`src/rtl/mem_arbiter_pkg.sv`:
```
// Shared types for the memory arbiter: requester identity and the
// in-order response-tracking entry.
package mem_arbiter_pkg;

  typedef enum logic {
    SRC_INSTR = 1'b0,
    SRC_DATA  = 1'b1
  } src_e;

  typedef struct packed {
    src_e src;
    logic drop;
  } id_entry_t;

endpackage

```
`src/rtl/arb_id_queue.sv`:
```
// Circular FIFO of outstanding-transaction IDs, with a flush that marks
// every queued instruction entry so its response is swallowed.
module arb_id_queue
  import mem_arbiter_pkg::*;
#(
  parameter int unsigned DEPTH = 2
) (
  input  logic                           clk,
  input  logic                           rstn,
  input  logic                           push_i,
  input  src_e                           push_src_i,
  input  logic                           pop_i,
  input  logic                           flush_i,
  output id_entry_t                      head_o,
  output logic                           full_o,
  output logic                           empty_o,
  output logic [$clog2(DEPTH+1)-1:0]     count_o
);

  localparam int unsigned CW = $clog2(DEPTH + 1);
  localparam int unsigned PW = (DEPTH > 1) ? $clog2(DEPTH) : 1;

  id_entry_t         mem_q [DEPTH];
  id_entry_t         mem_d [DEPTH];
  logic [PW-1:0]     wr_ptr_q, wr_ptr_d;
  logic [PW-1:0]     rd_ptr_q, rd_ptr_d;
  logic [CW-1:0]     count_q, count_d;

  function automatic logic [PW-1:0] ptr_next(input logic [PW-1:0] p);
    return (p == PW'(DEPTH - 1)) ? '0 : p + 1'b1;
  endfunction

  always_comb begin
    mem_d    = mem_q;
    wr_ptr_d = wr_ptr_q;
    rd_ptr_d = rd_ptr_q;
    count_d  = count_q + CW'(push_i) - CW'(pop_i);
    // Stale slots may also get marked; harmless since a push rewrites drop.
    if (flush_i) begin
      for (int i = 0; i < int'(DEPTH); i++) begin
        if (mem_q[i].src == SRC_INSTR) mem_d[i].drop = 1'b1;
      end
    end
    if (push_i) begin
      mem_d[wr_ptr_q] = '{src: push_src_i, drop: 1'b0};
      wr_ptr_d        = ptr_next(wr_ptr_q);
    end
    if (pop_i) rd_ptr_d = ptr_next(rd_ptr_q);
  end

  always_ff @(posedge clk or negedge rstn) begin
    if (!rstn) begin
      for (int i = 0; i < int'(DEPTH); i++) mem_q[i] <= '0;
      wr_ptr_q <= '0;
      rd_ptr_q <= '0;
      count_q  <= '0;
    end else begin
      mem_q    <= mem_d;
      wr_ptr_q <= wr_ptr_d;
      rd_ptr_q <= rd_ptr_d;
      count_q  <= count_d;
    end
  end

  assign head_o  = mem_q[rd_ptr_q];
  assign full_o  = (count_q == CW'(DEPTH));
  assign empty_o = (count_q == '0);
  assign count_o = count_q;

endmodule

```
`src/rtl/mem_arbiter.sv`:
```
// Two-port (fetch, load/store) arbiter onto one pipelined memory port with
// in-order responses, starvation guard for fetch and fetch-response flush.
module mem_arbiter
  import mem_arbiter_pkg::*;
#(
  parameter int unsigned MAX_OUTSTANDING = 2,
  parameter int unsigned STARVE_LIMIT    = 4
) (
  input  logic        clk,
  input  logic        rstn,
  input  logic        instr_req_i,
  input  logic [31:0] instr_addr_i,
  output logic        instr_gnt_o,
  output logic        instr_rvalid_o,
  output logic [31:0] instr_rdata_o,
  output logic        instr_err_o,
  input  logic        data_req_i,
  input  logic        data_we_i,
  input  logic [3:0]  data_be_i,
  input  logic [31:0] data_addr_i,
  input  logic [31:0] data_wdata_i,
  output logic        data_gnt_o,
  output logic        data_rvalid_o,
  output logic [31:0] data_rdata_o,
  output logic        data_err_o,
  output logic        mem_req_o,
  output logic        mem_we_o,
  output logic [3:0]  mem_be_o,
  output logic [31:0] mem_addr_o,
  output logic [31:0] mem_wdata_o,
  input  logic        mem_gnt_i,
  input  logic        mem_rvalid_i,
  input  logic [31:0] mem_rdata_i,
  input  logic        mem_err_i,
  input  logic        instr_flush_i,
  output logic        protocol_err_o
);

  localparam int unsigned CW = $clog2(MAX_OUTSTANDING + 1);

  logic [3:0]    starve_q, starve_d;
  logic          protocol_err_q, protocol_err_d;
  logic          instr_win, accept, pop;
  src_e          push_src;
  id_entry_t     head;
  logic          id_full, id_empty;
  logic [CW-1:0] id_count;

  arb_id_queue #(.DEPTH(MAX_OUTSTANDING)) u_id_queue (
    .clk        (clk),
    .rstn       (rstn),
    .push_i     (accept),
    .push_src_i (push_src),
    .pop_i      (pop),
    .flush_i    (instr_flush_i),
    .head_o     (head),
    .full_o     (id_full),
    .empty_o    (id_empty),
    .count_o    (id_count)
  );

  always_comb begin
    instr_win   = ~data_req_i | (starve_q == 4'(STARVE_LIMIT));
    mem_req_o   = (instr_req_i | data_req_i) & ~id_full;
    mem_addr_o  = '0;
    mem_we_o    = 1'b0;
    mem_be_o    = '0;
    mem_wdata_o = '0;
    if (mem_req_o) begin
      if (instr_win) begin
        mem_addr_o = instr_addr_i;
        mem_be_o   = 4'hF;
      end else begin
        mem_addr_o  = data_addr_i;
        mem_we_o    = data_we_i;
        mem_be_o    = data_be_i;
        mem_wdata_o = data_wdata_i;
      end
    end
    instr_gnt_o = mem_gnt_i & mem_req_o & instr_win;
    data_gnt_o  = mem_gnt_i & mem_req_o & ~instr_win;
    accept      = mem_req_o & mem_gnt_i;
    push_src    = instr_win ? SRC_INSTR : SRC_DATA;

    // A response with nothing outstanding never pops the queue.
    pop            = mem_rvalid_i & ~id_empty;
    instr_rvalid_o = pop & (head.src == SRC_INSTR) & ~head.drop & ~instr_flush_i;
    data_rvalid_o  = pop & (head.src == SRC_DATA) & ~head.drop;
    instr_rdata_o  = mem_rdata_i;
    data_rdata_o   = mem_rdata_i;
    instr_err_o    = mem_err_i & instr_rvalid_o;
    data_err_o     = mem_err_i & data_rvalid_o;

    starve_d = starve_q;
    if (!instr_req_i || instr_gnt_o) starve_d = '0;
    else if (starve_q != 4'(STARVE_LIMIT)) starve_d = starve_q + 4'd1;

    protocol_err_d = protocol_err_q | (mem_rvalid_i & (id_count == '0));
  end

  always_ff @(posedge clk or negedge rstn) begin
    if (!rstn) begin
      starve_q       <= '0;
      protocol_err_q <= 1'b0;
    end else begin
      starve_q       <= starve_d;
      protocol_err_q <= protocol_err_d;
    end
  end

  assign protocol_err_o = protocol_err_q;

endmodule

```
`config.mk`:
```
export PLATFORM = sky130hd
export DESIGN_NAME = mem_arbiter
export DESIGN_NICKNAME = d
export VERILOG_FILES = /design/src/rtl/mem_arbiter_pkg.sv /design/src/rtl/arb_id_queue.sv /design/src/rtl/mem_arbiter.sv
export SDC_FILE = /design/constraint.sdc
export NUM_CORES = 1
export LEC_CHECK = 0
export BUFFER_PORTS_ARGS = -buffer_cell sky130_fd_sc_hd__buf_2
export CAP_MARGIN = 20
export CORE_AREA = 10 10 100 102
export DETAILED_ROUTE_END_ITERATION = 12
export DIE_AREA = 0 0 110 112
export GPL_TIMING_DRIVEN = 0
export PLACE_DENSITY_LB_ADDON = 0.15
export SYNTH_ARGS = -nofsm -noshare
export SYNTH_HDL_FRONTEND = slang
export SYNTH_SLANG_ARGS = --single-unit
```
`constraint.sdc`:
```
create_clock -name clk -period 5.1 [get_ports clk]
set_input_delay 0.765 -clock clk [delete_from_list [all_inputs] [get_ports clk]]
set_output_delay 0.765 -clock clk [all_outputs]
set_load 0.1 [all_outputs]
```
==> results.cfg, run 1 <==
[status]
outcome = finished clean

[pwr]
power_leakage_uw = 0.00217
p_total_uw = 1830
switching_share = 0.724
p_comb_frac = 0.857
power_frac_clock = 0.050
vdd_drop_max_v = 0.000309
p_int_uw = 506
seq_power_share = 0.093
p_sw_uw = 1330
power.density_mw_per_mm2 = 512

[floorplanning]
die_width_um = 110
die_h_um = 112
start_util = 0.268
rows = 33
core-area_mm2 = 0.00805
io_pins = 282
dieArea_mm2 = 0.0123

[yosys]
synthSimpleGateAreaFrac = 0.339
synth_cells = 297
yosys.area.top_type = buf_4
synth_xor_xnor_area_share = 0.0162
synth_top_family_by_area = simple AND/OR/NAND/NOR gates
synthAdderAreaFrac = 0.0116
synth_top_cell_area_share = 0.237
syn_avg_cell_area_um2 = 7.27
synth_edf_count = 0
yosysMostFrequentCell = buf_4
synthTopCellsByCount = buf_4, o21ai_1, nand3_1
yosys-mux-area-fraction = 0.0290
yosys_warnings = 0
synth_compound_area_frac = 0.139
synth_seq_area_share = 0.151
synth_ff_type = dfrtp_1
synth_cell_types = 40
synthArstFlopShare = 1.00
syn-num-nets = 440
ys_ff_latch = 13
synth.area.top_cells = buf_4, dfrtp_1, and3_1, nand4_1, o21ai_1
synth_area_mm2 = 0.00216

[critical_path]
critPathLaunchType = flop
crit_required_ps = 4340
path_max_fanout = 10
cp_top_family = buffers and inverters
cp.arrival_ps = 2350
critical_path_buf_inv_count = 4
worstPathCellList = inv_1 > ha_1 > and3b_1 > nor2_2 > buf_2 > buf_2 > and3_1 > buf_2
critPathCaptureType = output pin
worstSetupPathType = reg2out
critPathMaxStageDelay_ps = 440
crit_top_cell = buf_2
cp_slowest_cell = buf_2

[clock_tree]
cts_sinks = 13
clk_pin_slew_ps = 60
cts_max_level = 1
clk_latency_ps = 240
cts_setup_buffers = 0
holdBufCountCts = 0
numCtsBuffers = 3
cts-root-buf = clkbuf_8
clockBufferDepth = 2
cts_tree = yes
cts_resized = 0

[timing]
period_needed_ps = 3110
slew_violations = 0
finalSetupViolCount = 0
period_share = 0.610
grt_setup_unrepaired = no
worst_slack_ps = 1990
hold_viol_final = 0
slew_headroom = 0.649
tns_ps = 0
tightestPinTransition_ps = 530
fin_skew_ps = 1.48
max_clock_freq_mhz = 321

[flow_run]
drv_cap = 0

[finish]
diodes = 0
final_nets = 693
fill_cells = 895
drive_above_1_share = 0.638
stdcell_area_mm2 = 0.00358
area_growth_pct = 65.7

[drt]
vias = 2988
drtIter0Drc = 173
drtPass1Iterations = 4
wirelength_mm = 12.0
post_drt_wl_per_cell_um = 18.4
drtAntennaViolNets = 0
viasPerCell = 4.57
drc = 0

[place]
dp_hpwl_mm = 10.5
routabilityCongestion = 0.869
dp_slack_ps = 2040
portBuffers = 248
placed_cell_area_mm2 = 0.00353

[global_route]
track_usage = 0.173
grt_pass1_wl_mm = 17.2
grt_overflow = 0
antenna_found_initial = 0
grt_pass1_vias = 2886
grt_max_degree = 14

[worst_hold_path]
hp-class = in2async
-- power groups by stage --
stage / Combinational [uW] / Sequential (uW) / Clock, uW
3_5_place_dp: 1580 / 172 / 0
4_1_cts: 1580 / 171 / 96.7
6_report: 1570 / 170 / 91.4
2_1_floorplan: 1330 / 164 / 0
3_3_place_gp: 1570 / 171 / 0
5_1_grt: 1640 / 176 / 100
-- cell families after synthesis --
family / after synthesis
buf+inv: 100
simple gates: 121
fa+ha+maj: 2
compound gates: 51
xor+xnor: 4
mux: 6
flops: 13
-- placed cells by master, fill, tap and decap left out, types with 6 or more instances in the layout --
master	Yosys	final
buf_2	14	262
nor2_1	7	7
clkbuf_1	5	6
dfrtp_1	13	13
nand3_1	34	34
nand4_1	32	32
and3_1	33	33
o21ai_1	35	35
buf_4	68	68
-- area by class of cell --
type,count,area [um^2],share of cell area
Buffer,94,656,0.183
Clock buffer,4,45.0,0.0126
Inverter,6,22.5,0.00630
Multi-Input combinational cell,184,1150,0.323
Sequential cell,13,325,0.0910
Tap cell,105,131,0.0367
Timing Repair Buffer,248,1240,0.347
-- worst register-to-register path, cell delays in order (launching register included) --
cell and delay, ps:
dfrtp_1 400, inv_1 100, ha_1 220, nand3b_2 230, a2111oi_0 440, a41o_1 150
-- worst paths after layout --
| kind | startpoint | end | slack, ps | cells past startpoint |
|---|---|---|---|---|
| worst max-delay path | starve_q[0]$_DFFE_PN0P_ | mem_wdata_o[16] | 1990 | 8 |
| worst min-delay path | rstn | u_id_queue.rd_ptr_q$_DFFE_PN0P_ | 410 | 1 |
| worst max register to register | starve_q[0]$_DFFE_PN0P_ | starve_q[1]$_DFFE_PN0P_ | 3500 | 5 |
| worst min register to register | protocol_err_o$_DFF_PN0_ | protocol_err_o$_DFF_PN0_ | 450 | 1 |
| max in group asynchronous | rstn | u_id_queue.mem_q[1]$_DFFE_PN0P_ | 4460 | 1 |
| min in group clk | protocol_err_o$_DFF_PN0_ | protocol_err_o$_DFF_PN0_ | 450 | 1 |
-- through the flow --
step / hold WS, ps / std cells / utilization
floorplan: 457 / 297 / -
global placement: 437 / 650 / 0.439
detailed placement: 443 / 650 / 0.439
CTS: 407 / 654 / 0.444
global route: 418 / 654 / 0.444
finish: 405 / 654 / 0.444
-- state kept, by name (all words and copies together) (netlist names) --
signal               cells
starve_q                 4
u_id_queue.mem_q         4
u_id_queue.count_o       2
protocol_err_o           1
u_id_queue.rd_ptr_q      1
u_id_queue.wr_ptr_q      1
-- routing by layer --
layer  track usage  routed length [um]  vias up  share of wire
li1              -                   -     1512              -
met1         0.181                4080     1350           0.34
met2         0.334                6630      118           0.55
met3        0.0450                1220        8           0.10
met4        0.0269                  95        0         0.0079
met5             0                   0        -              0
Power figures use the tool's default switching activity.
==> run 2, diff against run 1 <==
--- a/config.mk
+++ b/config.mk
@@ -7,9 +7,9 @@
 export LEC_CHECK = 0
 export BUFFER_PORTS_ARGS = -buffer_cell sky130_fd_sc_hd__buf_2
 export CAP_MARGIN = 20
-export CORE_AREA = 10 10 100 102
+export CORE_AREA = 10 10 101 103
 export DETAILED_ROUTE_END_ITERATION = 12
-export DIE_AREA = 0 0 110 112
+export DIE_AREA = 0 0 111 113
 export GPL_TIMING_DRIVEN = 0
 export PLACE_DENSITY_LB_ADDON = 0.15
 export SYNTH_ARGS = -nofsm -noshare
==> constraint.sdc (replaced) <==
create_clock -name clk -period 3 [get_ports clk]
set_input_delay 0.45 -clock clk [delete_from_list [all_inputs] [get_ports clk]]
set_output_delay 0.45 -clock clk [all_outputs]
set_load 0.1 [all_outputs]
==> results.cfg, run 2 (same netlist as run 1, synthesis figures left out) <==
[critical_path]
worstSetupPathType = reg2out
crit_required_ps = 2550
rrSetupSlack_ps = 1370
critPathLaunchType = flop
r2r_end = starve_q[1]$_DFFE_PN0P_
reg2regPathDepth = 5
cp.arrival_ps = 2320
path_max_fanout = 10
critPathCaptureType = output pin
critPathLaunch = starve_q[0]$_DFFE_PN0P_
rr_startpoint = starve_q[0]$_DFFE_PN0P_

[global_route]
grt_max_degree = 14
grt.busiest_layer = met2
antenna_found_initial = 0
track_usage = 0.167
grt_overflow = 0
use_met1 = 0.160
grt_pass1_vias = 3276
grt.met3_usage = 0.0787
grt_pass1_wl_mm = 17.6
met2_usage = 0.322

[floorplanning]
dieArea_mm2 = 0.0125
start_util = 0.265
rows = 33
io_pins = 282
core-area_mm2 = 0.00813
die_width_um = 111
die_h_um = 113

[pwr]
power_leakage_uw = 0.00219
p_total_uw = 3150
power.density_mw_per_mm2 = 869
vdd_drop_max_v = 0.000462

[finish]
area_growth_pct = 67.9
diodes = 0
stdcell_area_mm2 = 0.00362
final_nets = 693
drive_above_1_share = 0.654
multi_input_area_mm2 = 0.00120
fill_cells = 867
final_cell_mix = buf_2, buf_4, nand3_1
final_common_cell = buf_2
regArea_um2 = 325

[clock_tree]
cts-root-buf = clkbuf_8
cts_sinks = 13
cts_setup_buffers = 0
clockBufferDepth = 2
cts_tree = yes
cts_resized = 0
clk_latency_ps = 240
holdBufCountCts = 0
cts_max_level = 1
clk_pin_slew_ps = 60
numCtsBuffers = 3

[timing]
period_needed_ps = 2770
worst_slack_ps = 232
slew_headroom = 0.647
grt_setup_unrepaired = no
slew_violations = 0
max_clock_freq_mhz = 361
hold_viol_final = 0
fin_skew_ps = 3.85
period_share = 0.923
finalSetupViolCount = 0
tightestPinTransition_ps = 526

[place]
placed_cell_area_mm2 = 0.00358
portBuffers = 248
routabilityCongestion = 0.835
dp_hpwl_mm = 10.2
dp_slack_ps = 468

[drt]
drc = 0
drtIter0Drc = 136
viasPerCell = 4.70
drtPass1Iterations = 4
vias = 3073
post_drt_wl_per_cell_um = 17.6
wirelength_mm = 11.5
drtAntennaViolNets = 0

[flow_run]
drv_cap = 0

[status]
outcome = finished clean

[worst_hold_path]
hp-class = in2async
==> run 2: layout make-up <==
cell class | instances | area share
flip-flops and latches | 13 | 0.0897
plain buffers | 94 | 0.181
multi-input cells | 184 | 0.332
clock buffers | 4 | 0.0124
well taps | 105 | 0.0362
repair buffers | 248 | 0.342
inverters | 6 | 0.00621
==> run 2: worst max path at each step <==
stage                           end  slack [ps]
CTS                 mem_wdata_o[13]         210
detailed placement  mem_wdata_o[13]         470
global route        mem_wdata_o[13]          50
finish              mem_wdata_o[12]         230
floorplan               instr_err_o        -170
global placement    mem_wdata_o[13]         500
==> run 2: power breakdown <==
part | internal [uW] | total (uW) | switching [uW]
Sequential | 237 | 293 | 55.9
Combinational | 544 | 2700 | 2160
Clock | 93.6 | 153 | 59.1
Total | 874 | 3150 | 2270
==> run 2: worst max-delay path: stages, from the launching register on <==
cell and delay [ps]:
dfrtp_1 380, inv_1 90, ha_1 230, and3b_1 210, nor2_2 110, buf_2 220
buf_2 230, and3_1 170, buf_2 430
==> run 2: per-stage QoR <==
stage                     setup TNS (ps)  std cells  hold slack [ps]  utilization
final                                  0        654             89.8        0.446
after global routing                   0        654              107        0.446
after CTS                              0        654             96.5        0.446
after detailed placement               0        650              357        0.440
after global placement                 0        650              350        0.440
after floorplan                     -166        297              154            -
==> run 2: metal layers <==
metal,vias to the layer above,wire (um)
met3,2,1500
met4,0,38
met1,1370,3880
met5,-,0
li1,1515,-
met2,186,6060
